===== src/rtl/pipe_ctrl.sv =====
`default_nettype none
// ============================================================================
// Module   : pipe_ctrl
// Purpose  : Hazard and flow controller for a 5-stage in-order pipeline.
//            Resolves memory-wait stalls, taken-branch flushes and load-use
//            interlocks, and keeps a saturating count of front-end stall
//            cycles.
// Revision : 1.0  initial release
// ----------------------------------------------------------------------------
// Ports
//   clk             in   pipeline clock, rising-edge active
//   rst_n           in   asynchronous active-low reset
//   id_ra_addr      in   ID-stage source register A
//   id_rb_addr      in   ID-stage source register B
//   id_uses_ra      in   ID instruction reads register A
//   id_uses_rb      in   ID instruction reads register B
//   ex_rd_addr      in   EX-stage destination register
//   ex_is_load      in   EX instruction is a memory load
//   branch_taken    in   EX resolved a taken branch (one-cycle pulse)
//   mem_req         in   MEM-stage access request
//   mem_ack         in   MEM-stage access completion
//   stall_count_clr in   synchronous clear of stall_count
//   stall_if        out  hold the PC
//   stall_id        out  hold the IF/ID register
//   stall_ex        out  hold the ID/EX register
//   ex_valid        out  ID/EX valid input (0 inserts a bubble)
//   flush_if_id     out  clear IF/ID to a no-op
//   stall_count     out  saturating count of cycles with stall_if=1
// ============================================================================
module pipe_ctrl #(
  parameter int REG_ADDR_W   = 4,
  parameter int FLUSH_CYCLES = 2
) (
  input  logic                  clk,
  input  logic                  rst_n,
  input  logic [REG_ADDR_W-1:0] id_ra_addr,
  input  logic [REG_ADDR_W-1:0] id_rb_addr,
  input  logic                  id_uses_ra,
  input  logic                  id_uses_rb,
  input  logic [REG_ADDR_W-1:0] ex_rd_addr,
  input  logic                  ex_is_load,
  input  logic                  branch_taken,
  input  logic                  mem_req,
  input  logic                  mem_ack,
  input  logic                  stall_count_clr,
  output logic                  stall_if,
  output logic                  stall_id,
  output logic                  stall_ex,
  output logic                  ex_valid,
  output logic                  flush_if_id,
  output logic [15:0]           stall_count
);

  typedef enum logic [1:0] {
    ST_RUN      = 2'd0,
    ST_MEM_WAIT = 2'd1,
    ST_FLUSH    = 2'd2
  } state_t;

  localparam logic [2:0] FLUSH_LOAD    = 3'(FLUSH_CYCLES);
  localparam logic [2:0] FLUSH_LOAD_M1 = 3'(FLUSH_CYCLES - 1);

  state_t     state, state_nxt;
  logic [2:0] flush_cnt, flush_cnt_nxt;
  logic       branch_pending, branch_pending_nxt;

  logic mem_busy;
  logic load_use;

  assign mem_busy = mem_req & ~mem_ack;
  assign load_use = ex_is_load && (ex_rd_addr != '0) &&
                    ((id_uses_ra && (id_ra_addr == ex_rd_addr)) ||
                     (id_uses_rb && (id_rb_addr == ex_rd_addr)));

  always_ff @(posedge clk or negedge rst_n) begin
    if (!rst_n) begin
      state          <= ST_RUN;
      flush_cnt      <= 3'd0;
      branch_pending <= 1'b0;
    end else begin
      state          <= state_nxt;
      flush_cnt      <= flush_cnt_nxt;
      branch_pending <= branch_pending_nxt;
    end
  end

  always_comb begin
    state_nxt          = state;
    flush_cnt_nxt      = flush_cnt;
    branch_pending_nxt = branch_pending;
    stall_if           = 1'b0;
    stall_id           = 1'b0;
    stall_ex           = 1'b0;
    ex_valid           = 1'b1;
    flush_if_id        = 1'b0;

    if (mem_busy) begin
      // Freeze the whole front end; a branch seen now is remembered.
      // An interrupted flush is also remembered so the wrong-path
      // instructions still get squashed once memory completes.
      stall_if  = 1'b1;
      stall_id  = 1'b1;
      stall_ex  = 1'b1;
      state_nxt = ST_MEM_WAIT;
      if ((branch_taken && state != ST_FLUSH) || state == ST_FLUSH)
        branch_pending_nxt = 1'b1;
    end else begin
      case (state)
        ST_RUN: begin
          if (branch_taken) begin
            // The branch cycle itself is the first bubble.
            flush_if_id = 1'b1;
            ex_valid    = 1'b0;
            if (FLUSH_CYCLES > 1) begin
              flush_cnt_nxt = FLUSH_LOAD_M1;
              state_nxt     = ST_FLUSH;
            end
          end else if (load_use) begin
            stall_if = 1'b1;
            stall_id = 1'b1;
            ex_valid = 1'b0;
          end
        end
        ST_MEM_WAIT: begin
          // Completion cycle: pipeline advances normally, no interlock.
          if (branch_pending || branch_taken) begin
            flush_cnt_nxt      = FLUSH_LOAD;
            branch_pending_nxt = 1'b0;
            state_nxt          = ST_FLUSH;
          end else begin
            state_nxt = ST_RUN;
          end
        end
        ST_FLUSH: begin
          // EX holds a bubble here, so branch_taken cannot be genuine.
          flush_if_id   = 1'b1;
          ex_valid      = 1'b0;
          flush_cnt_nxt = (flush_cnt == 3'd0) ? 3'd0 : flush_cnt - 3'd1;
          if (flush_cnt <= 3'd1)
            state_nxt = ST_RUN;
        end
        default: begin
          state_nxt = ST_RUN;
        end
      endcase
    end

    // While in reset nothing may advance into the pipeline.
    if (!rst_n) begin
      stall_if    = 1'b0;
      stall_id    = 1'b0;
      stall_ex    = 1'b0;
      ex_valid    = 1'b0;
      flush_if_id = 1'b1;
    end
  end

  always_ff @(posedge clk or negedge rst_n) begin
    if (!rst_n) begin
      stall_count <= 16'd0;
    end else if (stall_count_clr) begin
      stall_count <= 16'd0;
    end else if (stall_if && stall_count != 16'hFFFF) begin
      stall_count <= stall_count + 16'd1;
    end
  end

endmodule
`default_nettype wire


===== config.mk =====
export PLATFORM = sky130hd
export DESIGN_NAME = pipe_ctrl
export DESIGN_NICKNAME = d
export VERILOG_FILES = /design/src/rtl/pipe_ctrl.sv
export SDC_FILE = /design/constraint.sdc
export NUM_CORES = 1
export LEC_CHECK = 0
export CAP_MARGIN = 10
export CORE_UTILIZATION = 44
export CTS_BUF_LIST = sky130_fd_sc_hd__clkbuf_8
export DETAILED_ROUTE_END_ITERATION = 6
export PLACE_DENSITY = 0.78
export RECOVER_POWER = 50
export REMOVE_ABC_BUFFERS = 1
export SLEW_MARGIN = 20
export SYNTH_ARGS = -nofsm -noshare
export SYNTH_HDL_FRONTEND = slang
export SYNTH_SLANG_ARGS = --single-unit

===== constraint.sdc =====
create_clock -name clk -period 2.05 [get_ports clk]
set_input_delay 0.5125 -clock clk [delete_from_list [all_inputs] [get_ports clk]]
set_output_delay 0.5125 -clock clk [all_outputs]
set_load 0.01 [all_outputs]

# ---- Yosys cells after proc, flatten, opt, wreduce, memory -nomap -nowiden
# Cells that the tools add are included.
dict set report op_classes {
  muxes 31
  n_addsub 2
  eq_ne 11
  magnitude_cmp 1
  reduce_logical 19
  bitwise_logic 3
}
# cell n
set op_table {}
lappend op_table {{16-bit 2-to-1 mux} 2}
lappend op_table {{1-bit 2-to-1 mux} 18}
lappend op_table {{16-bit by 1-bit adder with 16-bit output (second input constant)} 1}
lappend op_table {{16-bit inequality test (second input constant)} 1}
lappend op_table {{3-bit 2-to-1 mux} 3}
lappend op_table {{3-bit case mux with 3 select lines} 1}
lappend op_table {{4-bit equality test} 2}
lappend op_table {{2-bit 2-to-1 mux} 4}
lappend op_table {{1-bit logical AND} 6}
lappend op_table {{2-bit inequality test (second input constant)} 3}
lappend op_table {{2-bit case mux with 3 select lines} 1}
lappend op_table {{2-bit nonzero test} 3}
lappend op_table {{1-bit case mux with 2 select lines} 2}
lappend op_table {{4-bit AND reduction} 1}
lappend op_table {{4-bit nonzero test} 1}
lappend op_table {{3-bit by 1-bit less-or-equal comparator with 1-bit output (second input constant)} 1}
lappend op_table {{3-bit logical NOT} 1}
lappend op_table {{1-bit logical OR} 3}
lappend op_table {{3-bit by 2-bit inequality test with 1-bit output (second input constant)} 1}
lappend op_table {{3-bit inequality test (second input constant)} 1}
lappend op_table {{3-bit AND reduction} 1}
lappend op_table {{3-bit nonzero test} 1}
lappend op_table {{3-bit by 1-bit subtractor with 3-bit output (second input constant)} 1}
lappend op_table {{2-bit by 1-bit equality test with 1-bit output (second input constant)} 1}
lappend op_table {{other kinds (6)} 7}
dict set report word_totals {
  out_inout_bits 21
  reg_bits 22
  elab_cells 71
  in_bits 21
}

# ---- Longest topological paths before layout
# Gate-level depths: netlist of run 1.
dict set report depth {
  word_depth 12
  mapped_depth 10
  depth_no_buf 8
}

# ---- Worst setup path after synthesis of run 1
# No wires, ideal clock.
dict set report synth_timing {
  path_type {input -> output}
  start {input port ex_rd_addr[0]}
  end {output port stall_if}
  path_stages 7
  slack_ns -0.123
  t_arrival_ns 1.661
  required_ns 1.537
  path_buffers 1
  cell_sequence {o41a_1 -> nand3_1 -> nor4_2 -> or2_1 -> a21oi_1 -> nor2b_1 -> buf_4}
}
dict set report synth_via {
  elab_chain_cells 9
  word_cells_on_any_way 13
  cone_classes {eq/ne (2); mux (5); reduce/logical (6)}
}
# item line
set synth_rtl {}
lappend synth_rtl {{start: declaration} 40} ;# input logic [REG_ADDR_W-1:0] ex_rd_addr,
lappend synth_rtl {{4-bit equality test (on tied branches)} {72, 73}}
lappend synth_rtl {{1-bit logical AND (on tied branches)} {72, 73}}
lappend synth_rtl {{1-bit logical OR} 72} ;# ((id_uses_ra && (id_ra_addr == ex_rd_addr)) ||
lappend synth_rtl {{1-bit logical AND (*)} 71} ;# assign load_use = ex_is_load && (ex_rd_addr != '0) &&
lappend synth_rtl {{1-bit 2-to-1 mux (*) (5 in series)} n/a}
lappend synth_rtl {{end: declaration} 46} ;# output logic stall_if,
# Every way passes the cells marked *; elsewhere a longest branch is shown, timed or not.

# ---- Worst setup path after layout of run 1
dict set report layout_timing {
  start {input port ex_rd_addr[0]}
  end {output port ex_valid}
}
dict set report layout_via {
  elab_chain_cells 9
  word_cells_on_any_way 13
  cone_classes {eq/ne (2); mux (5); reduce/logical (6)}
}
# item line
set layout_rtl {}
lappend layout_rtl {{4-bit equality test (on tied branches)} {72, 73}}
lappend layout_rtl {{1-bit logical AND (on tied branches)} {72, 73}}
lappend layout_rtl {{1-bit logical OR} 72}
lappend layout_rtl {{1-bit logical AND (*)} 71}
lappend layout_rtl {{1-bit 2-to-1 mux (*)} 118} ;# end else if (load_use) begin
lappend layout_rtl {{1-bit 2-to-1 mux (*)} 110} ;# if (branch_taken) begin
lappend layout_rtl {{1-bit case mux with 2 select lines (*)} 108} ;# case (state)
lappend layout_rtl {{1-bit 2-to-1 mux (*)} 97} ;# if (mem_busy) begin
lappend layout_rtl {{1-bit 2-to-1 mux (*)} 149} ;# if (!rst_n) begin
lappend layout_rtl {{end: declaration} 49} ;# output logic ex_valid,
# Marked as above.

==> impl_metrics.py, run 1 <==
metrics = {
    "cts": {
        "clock_tree.htree_level_count": 1,
        "clkLatencyLatePin_ps": 260,
        "cts_hold_buffers": 0,
        "cts_sinks": 22,
        "tritoncts": "done",
        "clk_pin_slew_ps": 80,
        "cts_buffers": 3,
        "cts.path.max_buffers": 2,
        "cts-root-buf": "clkbuf_8",
    },
    "hold_path": {
        "holdCritPathClass": "in2async",
    },
    "synth": {
        "postSynthAreaPerCell_um2": 8.72,
        "async_reset_ff_share_pct": 100,
        "synthDominantCellAreaShare_pct": 38.5,
        "ys_seq_elements": 22,
        "yosys.area.top_type": "dfrtp_1",
        "synth.top_cells.by_area": "dfrtp_1 38%, a21oi_1 6.3%, ha_1 5.2%, xor2_1 4.3%, or3_1 3.9%",
        "netlist_area_mm2": 0.00143,
        "yosys.cell_types.count": 37,
        "synth_top_flop_cell": "dfrtp_1",
        "ys_seq_area_share_pct": 38.5,
        "gate_count_of_the_mapped_netlist": 164,
        "synth_edf_count": 0,
        "ys.warnings.count": 0,
    },
    "run_status": {
        "failed_checks": "negative setup slack",
        "run_status": "complete, but fails checks",
    },
    "pwr": {
        "power_per_cell_area_mw_per_mm2": 562,
        "vdd.ir_drop.worst_mv": 0.280,
        "power.share.switching_pct": 32.6,
        "share_clk_of_total_power_pct": 24.3,
        "total_leakage_power_nw": 0.972,
        "p_int_mw": 0.884,
        "switching_power_mw": 0.428,
        "power.sequential.fraction_pct": 38.8,
        "p_comb_share_pct": 37.0,
    },
    "worst_setup_path": {
        "setup.worst_path.class": "in2out",
        "arrival_ps": 1880,
        "cp_data_required_time_ps": 1540,
        "start_kind": "primary input",
        "end_kind": "primary output",
        "timing.reg2reg.worst_path_depth": 10,
        "regToRegSetupSlack_ps": -70,
        "worstPathMaxFanout": 2,
    },
    "place": {
        "place_worst_setup_slack_ps": -1030,
        "portBuffers": 41,
        "routabilityCongestion": 0.782,
        "place_hpwl_mm": 2.74,
    },
    "finish": {
        "final_cell_mix": "27 x buf_4, 22 x dfrtp_1, 17 x clkdlybuf4s50_1, 12 x nor2_1",
        "layout-drive-gt1-share_pct": 39.0,
        "layout_commonest_cell": "buf_4",
        "num_antenna_cells": 0,
        "layout.nets": 264,
        "relative_area_change_from_synthesis_to_final_layout_pct": 63.2,
    },
    "timing": {
        "relSlewSlack_pct": 73.0,
        "final-setup-viol-count": 9,
        "timing_max_transition_violations_final": 0,
        "final-hold-violation-count": 0,
        "fin_hold_ws_ps": 439,
        "tightest_pin_transition_ps": 402,
        "period_needed_ps": 2390,
        "fmaxAchievable_ghz": 0.418,
        "setup_slack_ps": -340,
        "final_min_period_over_clock_period_pct": 117,
        "unrepaired_setup_endpoints_after_global_routing": "true",
        "fin_skew_ps": 5.91,
    },
    "global_routing": {
        "maximum_number_of_pins_on_one_net_before_global_route_repair": 21,
        "antenna_found_initial": 0,
        "grt_first_pass_wirelength_mm": 6.20,
        "first_global_vias": 1405,
        "grt-ovfl-total": 0,
        "grt_util_all_layers_pct": 23.1,
    },
    "floorplan": {
        "design.die.area_mm2": 0.00348,
        "initial_core_util_pct": 46.5,
        "core_area_mm2": 0.00308,
        "fp.dieH_um": 59.0,
        "rows": 20,
        "io_pins": 42,
        "die_width_um": 59.0,
    },
    "routing": {
        "drcViolationCount": 0,
        "vias": 1531,
        "postRouteWirelength_mm": 4.06,
        "initialDrtViolationCount": 66,
        "vias_per_cell": 5.47,
        "firstDrtPassIters": 4,
        "antenna_left": 0,
        "wire_length_per_cell_um": 14.5,
    },
    "flow_run": {
        "max_cap_viol_count": 0,
    },
}
-- worst paths after layout --
path,startpoint,end
max,ex_rd_addr[0],ex_valid
min,rst_n,state[0]
max reg2reg,state[0],stall_count[4]
min reg2reg,flush_cnt[1],flush_cnt[1]
max in group asynchronous,rst_n,flush_cnt[1]
min in group clk,flush_cnt[1],flush_cnt[1]
-- critical path, stage by stage --
cell and delay, ps:
buf_6 100, buf_6 120, xor2_2 160, nor4_2 360, or2_1 230, o22ai_2 80
o21a_1 180, buf_2 130
-- kinds of logic (layout without fill, tap and decap cells) --
group | after synthesis | after routing | synth area share [%]
AND/OR/NAND/NOR | 60 | 60 | 22.8
AO/OA/AOI/OAI | 50 | 50 | 20.6
flip-flops | 22 | 22 | 38.5
buffers and inverters | 15 | 87 | 5.51
XOR/XNOR | 9 | 9 | 5.51
adder cells (fa/ha/maj) | 6 | 6 | 5.25
multiplexers | 2 | 2 | 1.75
-- repair_timing --
| item | in CTS | in global routing |
|---|---|---|
| gates resized for setup | 75 | 39 |
| pin swaps | 30 | 12 |
| cloned | 1 | 0 |
| setup endpoints to repair | 21 | 19 |
| buffers inserted | 4 | 2 |
-- registers in the layout (all words and copies together) (netlist names) --
name	cells
stall_count	16
branch_pending	1
state	2
flush_cnt	3
-- layout make-up --
type / count / area (um2)
Multi-Input combinational cell: 127 / 1000
Fill cell: 201 / 744
Timing Repair Buffer: 74 / 639
Sequential cell: 22 / 551
Clock buffer: 4 / 55.1
Tap cell: 44 / 55.1
Inverter: 9 / 33.8
-- cell usage after synthesis, types with 2 or more instances --
library cell  instances
dfrtp_1              22
a21oi_1              18
nor2_1               12
nand2_1              10
nand3_1              10
inv_1                 9
o21ai_0               9
o21ai_1               9
or3_1                 9
xor2_1                7
ha_1                  6
o31ai_1               5
or4_1                 4
o21a_1                3
and2b_1               2
and3_1                2
buf_4                 2
buf_6                 2
nand4_1               2
nor2b_1               2
nor4_2                2
xnor2_1               2
-- metrics by stage --
stage / cell area (um2) / instances / setup TNS [ps] / total power [mW] / util [%]
2_1_floorplan: 1390 / 158 / -6630 / 0.742 / -
3_5_place_dp: 2060 / 271 / -13390 / 0.951 / 67.0
6_report: 2330 / 280 / -1190 / 1.31 / 75.8
3_3_place_gp: 2060 / 271 / -12260 / 0.936 / 67.0
5_1_grt: 2330 / 280 / -2110 / 1.39 / 75.8
4_1_cts: 2160 / 278 / -858 / 1.27 / 70.2
-- per-layer routing --
layer	routed length, um	part of all wire, %	track usage (%)	vias up
met5	0	0	0	-
met4	61	1.5	8.50	0
met3	150	3.7	2.62	6
met2	2150	53	38.8	51
met1	1700	42	30.7	741
li1	-	-	-	733
-- power by group through the flow --
stage / clock, mW / combinational, mW / sequential (mW)
floorplan: 0 / 0.234 / 0.509
global placement: 0 / 0.424 / 0.512
detailed placement: 0 / 0.436 / 0.515
CTS: 0.323 / 0.440 / 0.507
global route: 0.337 / 0.537 / 0.516
finish: 0.318 / 0.485 / 0.508
Note: power is estimated with default switching activity, not from simulation.
==> run 2: changes to the inputs <==
- CORE_UTILIZATION: 44 -> 48
- PLACE_DENSITY: 0.78 -> 0.81
- clock period: 2.05 -> 2.9 ns (I/O delays scaled with it)
==> impl_metrics.py, run 2 (synthesis gave the netlist of run 1 again) <==
metrics = {
    "place": {
        "routabilityCongestion": 0.739,
        "place_hpwl_mm": 2.70,
        "place_worst_setup_slack_ps": -682,
        "post_dp_cell_area_mm2": 0.00194,
        "portBuffers": 41,
    },
    "finish": {
        "num_antenna_cells": 0,
        "layout_commonest_cell": "dfrtp_1",
        "top_regs": "stall_count (16), flush_cnt (3), state (2)",
        "layout-drive-gt1-share_pct": 13.7,
        "relative_area_change_from_synthesis_to_final_layout_pct": 39.8,
        "finish.instance_area_mm2": 0.00200,
        "layout.nets": 247,
        "final_util_pct": 71.9,
        "regMostFlops": "stall_count",
        "largest_register_ffs": 16,
        "final_cell_mix": "22 x dfrtp_1, 19 x clkdlybuf4s50_1, 17 x a21oi_1, 12 x nor2_1, 12 x buf_4",
    },
    "global_routing": {
        "grt_util_all_layers_pct": 24.4,
        "maximum_number_of_pins_on_one_net_before_global_route_repair": 24,
        "first_global_vias": 1447,
        "antenna_found_initial": 0,
        "grt_first_pass_wirelength_mm": 6.15,
        "grt-ovfl-total": 0,
    },
    "hold_path": {
        "hold_depth": 1,
        "whs_endpoint": "flush_cnt[1]",
        "holdCritPathClass": "reg2reg",
        "hp-start": "flush_cnt[1]",
    },
    "timing": {
        "fin_tns_setup_ps": 0,
        "tightest_pin_transition_ps": 981,
        "period_needed_ps": 2880,
        "final-setup-viol-count": 0,
        "final_min_period_over_clock_period_pct": 99.2,
        "fin_skew_ps": 5.01,
        "setup_slack_ps": 22.9,
        "relSlewSlack_pct": 34.6,
        "fmaxAchievable_ghz": 0.348,
        "final-hold-violation-count": 0,
        "timing_max_transition_violations_final": 0,
    },
    "routing": {
        "vias": 1440,
        "initialDrtViolationCount": 29,
        "antenna_left": 0,
        "postRouteWirelength_mm": 3.76,
        "wire_length_per_cell_um": 15.0,
        "firstDrtPassIters": 4,
        "vias_per_cell": 5.76,
        "drcViolationCount": 0,
    },
    "cts": {
        "tritoncts": "done",
        "clkLatencyLatePin_ps": 270,
        "cts_sinks": 22,
        "cts.path.max_buffers": 2,
        "cts_buffers": 3,
        "clock_tree.htree_level_count": 1,
        "cts-root-buf": "clkbuf_8",
        "clk_pin_slew_ps": 80,
    },
    "flow_run": {
        "max_cap_viol_count": 0,
    },
    "worst_setup_path": {
        "cp_data_required_time_ps": 2170,
        "worst_r2r_startpoint": "state[0]",
        "end_kind": "primary output",
        "regToRegSetupSlack_ps": 440,
        "start_kind": "primary input",
        "timing.reg2reg.worst_path_depth": 10,
        "arrival_ps": 2150,
        "setup.worst_path.class": "in2out",
        "worstPathMaxFanout": 2,
        "r2r-end": "stall_count[11]",
    },
    "pwr": {
        "switching_power_mw": 0.288,
        "total_leakage_power_nw": 0.885,
        "p_int_mw": 0.579,
        "power.share.switching_pct": 33.2,
        "vdd.ir_drop.worst_mv": 0.411,
        "fin_total_pwr_mw": 0.868,
        "share_clk_of_total_power_pct": 26.3,
        "p_comb_share_pct": 32.2,
        "power_per_cell_area_mw_per_mm2": 434,
        "power.sequential.fraction_pct": 41.5,
    },
    "floorplan": {
        "rows": 19,
        "initial_core_util_pct": 51.4,
        "io_pins": 42,
        "design.die.area_mm2": 0.00320,
        "core_area_mm2": 0.00278,
        "fp.dieH_um": 56.6,
        "die_width_um": 56.6,
    },
    "run_status": {
        "run_status": "completed",
    },
}
-- run 2: changes by cell type in the layout (fill, tap and decap cells not counted), sizes merged --
cell / before / now
dlygate4sd2: 10 / 1
dlymetal6s2s: 0 / 7
clkbuf: 4 / 10
clkdlybuf4s50: 17 / 19
buf: 44 / 15
dlygate4sd3: 0 / 6
-- run 2: worst max path at each step --
stage / startpoint / to / slack [ps] / depth (start not counted)
3_5_place_dp: ex_rd_addr[1] / ex_valid / -680 / 8
4_1_cts: ex_rd_addr[3] / ex_valid / 9 / 8
3_3_place_gp: ex_rd_addr[1] / ex_valid / -630 / 8
5_1_grt: ex_rd_addr[0] / ex_valid / -20 / 8
6_report: ex_rd_addr[0] / ex_valid / 20 / 8
2_1_floorplan: ex_rd_addr[0] / stall_count[15] / 30 / 6
-- run 2: metal layers --
layer | up-vias | share of wire [%] | track usage, %
met2 | 51 | 50 | 42.2
met3 | 4 | 5.8 | 5.30
met4 | 0 | 1.0 | 10.1
met5 | - | 0 | 0
met1 | 685 | 43 | 29.1
li1 | 700 | - | -
-- run 2: worst max-delay path, cell delays in order --
cell	delay, ps
clkdlybuf4s15_1	180
o41a_1	430
nand3_1	110
nor4_2	60
or2_1	260
o22ai_1	130
o21a_1	130
buf_2	120
-- run 2: stage by stage --
step,cells,hold WS (ps)
2_1_floorplan,158,429
3_3_place_gp,244,511
3_5_place_dp,244,524
4_1_cts,248,542
5_1_grt,250,557
6_report,250,546
-- run 2: repair_timing --
| item | CTS | global route |
|---|---|---|
| pin swaps | 8 | 10 |
| setup endpoints to repair | 3 | 5 |
| setup buffers | 0 | 2 |
| hold buffers | 0 | 0 |
| resized for setup | 21 | 15 |
-- run 2: layout make-up --
cell class	instances	area, um2
fillers	218	782
inverters	9	33.8
repair buffers	57	508
well taps	31	38.8
clock buffers	4	55.1
flip-flops and latches	22	551
multi-input cells	127	813
-- run 2: power groups by stage --
| stage | sequential (mW) | clock (mW) | combinational, mW |
|---|---|---|---|
| floorplan | 0.360 | 0 | 0.165 |
| global placement | 0.362 | 0 | 0.268 |
| detailed placement | 0.365 | 0 | 0.281 |
| CTS | 0.360 | 0.229 | 0.279 |
| global route | 0.363 | 0.240 | 0.304 |
| finish | 0.360 | 0.228 | 0.279 |
==> run 3: changes to the inputs <==
- CORE_UTILIZATION: 48 -> 40
- PLACE_DENSITY: 0.81 -> 0.75
==> impl_metrics.py, run 3 (synthesis gave the netlist of run 1 again) <==
metrics = {
    "run_status": {
        "run_status": "completed",
    },
    "worst_setup_path": {
        "r2r-end": "stall_count[9]",
        "worst_path_top_cell_family_by_delay": "buffers and inverters",
        "arrival_ps": 2140,
        "cpPeakStageDelay_ps": 470,
        "start_kind": "primary input",
        "setup.worst_path.class": "in2out",
        "critical_path.n_buffers_inverters": 2,
        "worstSetupPathDepth": 7,
        "worst_r2r_startpoint": "state[0]",
        "critical-path-slowest-cell": "clkdlybuf4s50_1",
        "regToRegSetupSlack_ps": 480,
        "cp_data_required_time_ps": 2170,
        "timing.reg2reg.worst_path_depth": 10,
        "critical_path.cell_chain": "clkdlybuf4s50_1, xor2_1, nor4_4, or2_1, o22ai_1, o21a_1, buf_2",
        "end_kind": "primary output",
        "worstPathMaxFanout": 2,
    },
    "cts": {
        "cts_buffers": 3,
        "clk_pin_slew_ps": 80,
        "cts_sinks": 22,
        "clock_tree.htree_level_count": 1,
        "clkLatencyLatePin_ps": 260,
        "cts.path.max_buffers": 2,
        "tritoncts": "done",
        "cts-root-buf": "clkbuf_8",
    },
    "routing": {
        "drcViolationCount": 0,
        "initialDrtViolationCount": 98,
        "wire_length_per_cell_um": 12.6,
        "postRouteWirelength_mm": 3.34,
        "antenna_left": 0,
        "vias_per_cell": 5.33,
        "firstDrtPassIters": 4,
        "vias": 1413,
    },
    "pwr": {
        "vdd.ir_drop.worst_mv": 0.217,
        "total_leakage_power_nw": 0.894,
        "power.sequential.fraction_pct": 41.9,
        "power.share.switching_pct": 32.5,
        "p_comb_share_pct": 32.5,
        "power_per_cell_area_mw_per_mm2": 417,
        "p_int_mw": 0.581,
        "switching_power_mw": 0.279,
        "share_clk_of_total_power_pct": 25.6,
    },
    "floorplan": {
        "fp.dieH_um": 61.8,
        "die_width_um": 61.8,
        "initial_core_util_pct": 42.2,
        "rows": 21,
        "design.die.area_mm2": 0.00382,
        "core_area_mm2": 0.00339,
        "io_pins": 42,
    },
    "hold_path": {
        "holdCritPathClass": "reg2reg",
        "hp-start": "flush_cnt[1]",
        "whs_endpoint": "flush_cnt[1]",
        "hold_depth": 1,
    },
    "flow_run": {
        "max_cap_viol_count": 0,
    },
    "finish": {
        "top_regs": "stall_count (16), flush_cnt (3), state (2)",
        "regMostFlops": "stall_count",
        "layout.nets": 247,
        "relative_area_change_from_synthesis_to_final_layout_pct": 44.1,
        "num_antenna_cells": 0,
        "layout-drive-gt1-share_pct": 16.4,
        "largest_register_ffs": 16,
        "finish.instance_area_mm2": 0.00206,
        "final_cell_mix": "22 x dfrtp_1, 22 x clkdlybuf4s50_1, 17 x a21oi_1, 13 x buf_4, 12 x nor2_1",
    },
    "timing": {
        "relSlewSlack_pct": 70.8,
        "final-setup-viol-count": 0,
        "final-hold-violation-count": 0,
        "fin_skew_ps": 5.06,
        "fin_hold_ws_ps": 539,
        "fin_tns_setup_ps": 0,
        "unrepaired_setup_endpoints_after_global_routing": "true",
        "timing_max_transition_violations_final": 0,
        "fmaxAchievable_ghz": 0.349,
        "final_min_period_over_clock_period_pct": 98.9,
        "tightest_pin_transition_ps": 436,
        "period_needed_ps": 2870,
    },
    "global_routing": {
        "first_global_vias": 1281,
        "top_usage_layer": "met2",
        "grt-ovfl-total": 0,
        "maximum_number_of_pins_on_one_net_before_global_route_repair": 20,
        "grt_util_all_layers_pct": 18.7,
        "grt_first_pass_wirelength_mm": 5.31,
        "grt_util_met1_pct": 24.7,
        "antenna_found_initial": 0,
        "grt_util_met3_pct": 2.28,
        "use_met2_pct": 30.9,
    },
    "place": {
        "post_dp_cell_area_mm2": 0.00197,
        "portBuffers": 41,
        "routabilityCongestion": 0.772,
        "place_hpwl_mm": 2.49,
    },
}
==> run 3: cell count changes in the layout (fill, tap and decap cells not counted), sizes merged <==
cell / previous run / this run
dlymetal6s2s: 7 / 6
clkdlybuf4s15: 3 / 0
dlygate4sd2: 1 / 3
clkbuf: 10 / 9
buf: 15 / 17
dlygate4sd3: 6 / 4
clkdlybuf4s50: 19 / 22
==> run 3: area by class of cell <==
cell class,instances,area [um2]
sequential,22,551
inverter,9,33.8
tap,46,57.6
fill,297,1330
timing repair buffer,57,508
clock buffer,4,55.1
multi-input combinational,127,856
==> run 3: stage by stage <==
step	worst slack (ps)	instances	total power, mW	util (%)
2_1_floorplan	31.3	158	0.525	-
3_3_place_gp	-590	260	0.637	58.0
3_5_place_dp	-607	260	0.643	58.0
4_1_cts	13.1	265	0.862	59.6
5_1_grt	-52.2	265	0.911	60.8
6_report	33.3	265	0.860	60.8
==> run 3: power groups by stage <==
stage / clock, mW / combinational (mW) / sequential (mW)
after floorplan: 0 / 0.165 / 0.360
after global placement: 0 / 0.273 / 0.363
after detailed placement: 0 / 0.278 / 0.365
after CTS: 0.227 / 0.275 / 0.359
after global routing: 0.238 / 0.309 / 0.363
final: 0.220 / 0.280 / 0.361
==> run 3: how the worst max path moves through the flow <==
| stage | from | to | slack, ps |
|---|---|---|---|
| floorplan | ex_rd_addr[0] | stall_count[15] | 30 |
| finish | id_ra_addr[3] | ex_valid | 30 |
| detailed placement | ex_rd_addr[1] | ex_valid | -610 |
| global route | id_rb_addr[0] | ex_valid | -50 |
| global placement | ex_rd_addr[0] | ex_valid | -590 |
| CTS | mem_ack | flush_if_id | 10 |
==> run 3: routing by layer <==
layer / wire [um] / vias to the layer above
met4: 57 / 0
met3: 116 / 6
met5: 0 / -
li1: - / 702
met1: 1610 / 660
met2: 1560 / 45
==> run 3: what timing repair did <==
item / 4_1_cts / 5_1_grt
setup endpoints to repair: 3 / 5
gates resized for setup: 22 / 18
hold buffers: 0 / 0
buffers inserted: 1 / 0
pin swaps: 8 / 8
==> run 3: worst register-to-register path: cells and delay by family, from the launching register on <==
kind                       cells  cell delay (ps)
and+or+nand+nor                2              690
AOI/OAI and AO/OA              4              540
buffers and inverters          3              420
DFF                            1              410
adders and majority gates      1              270
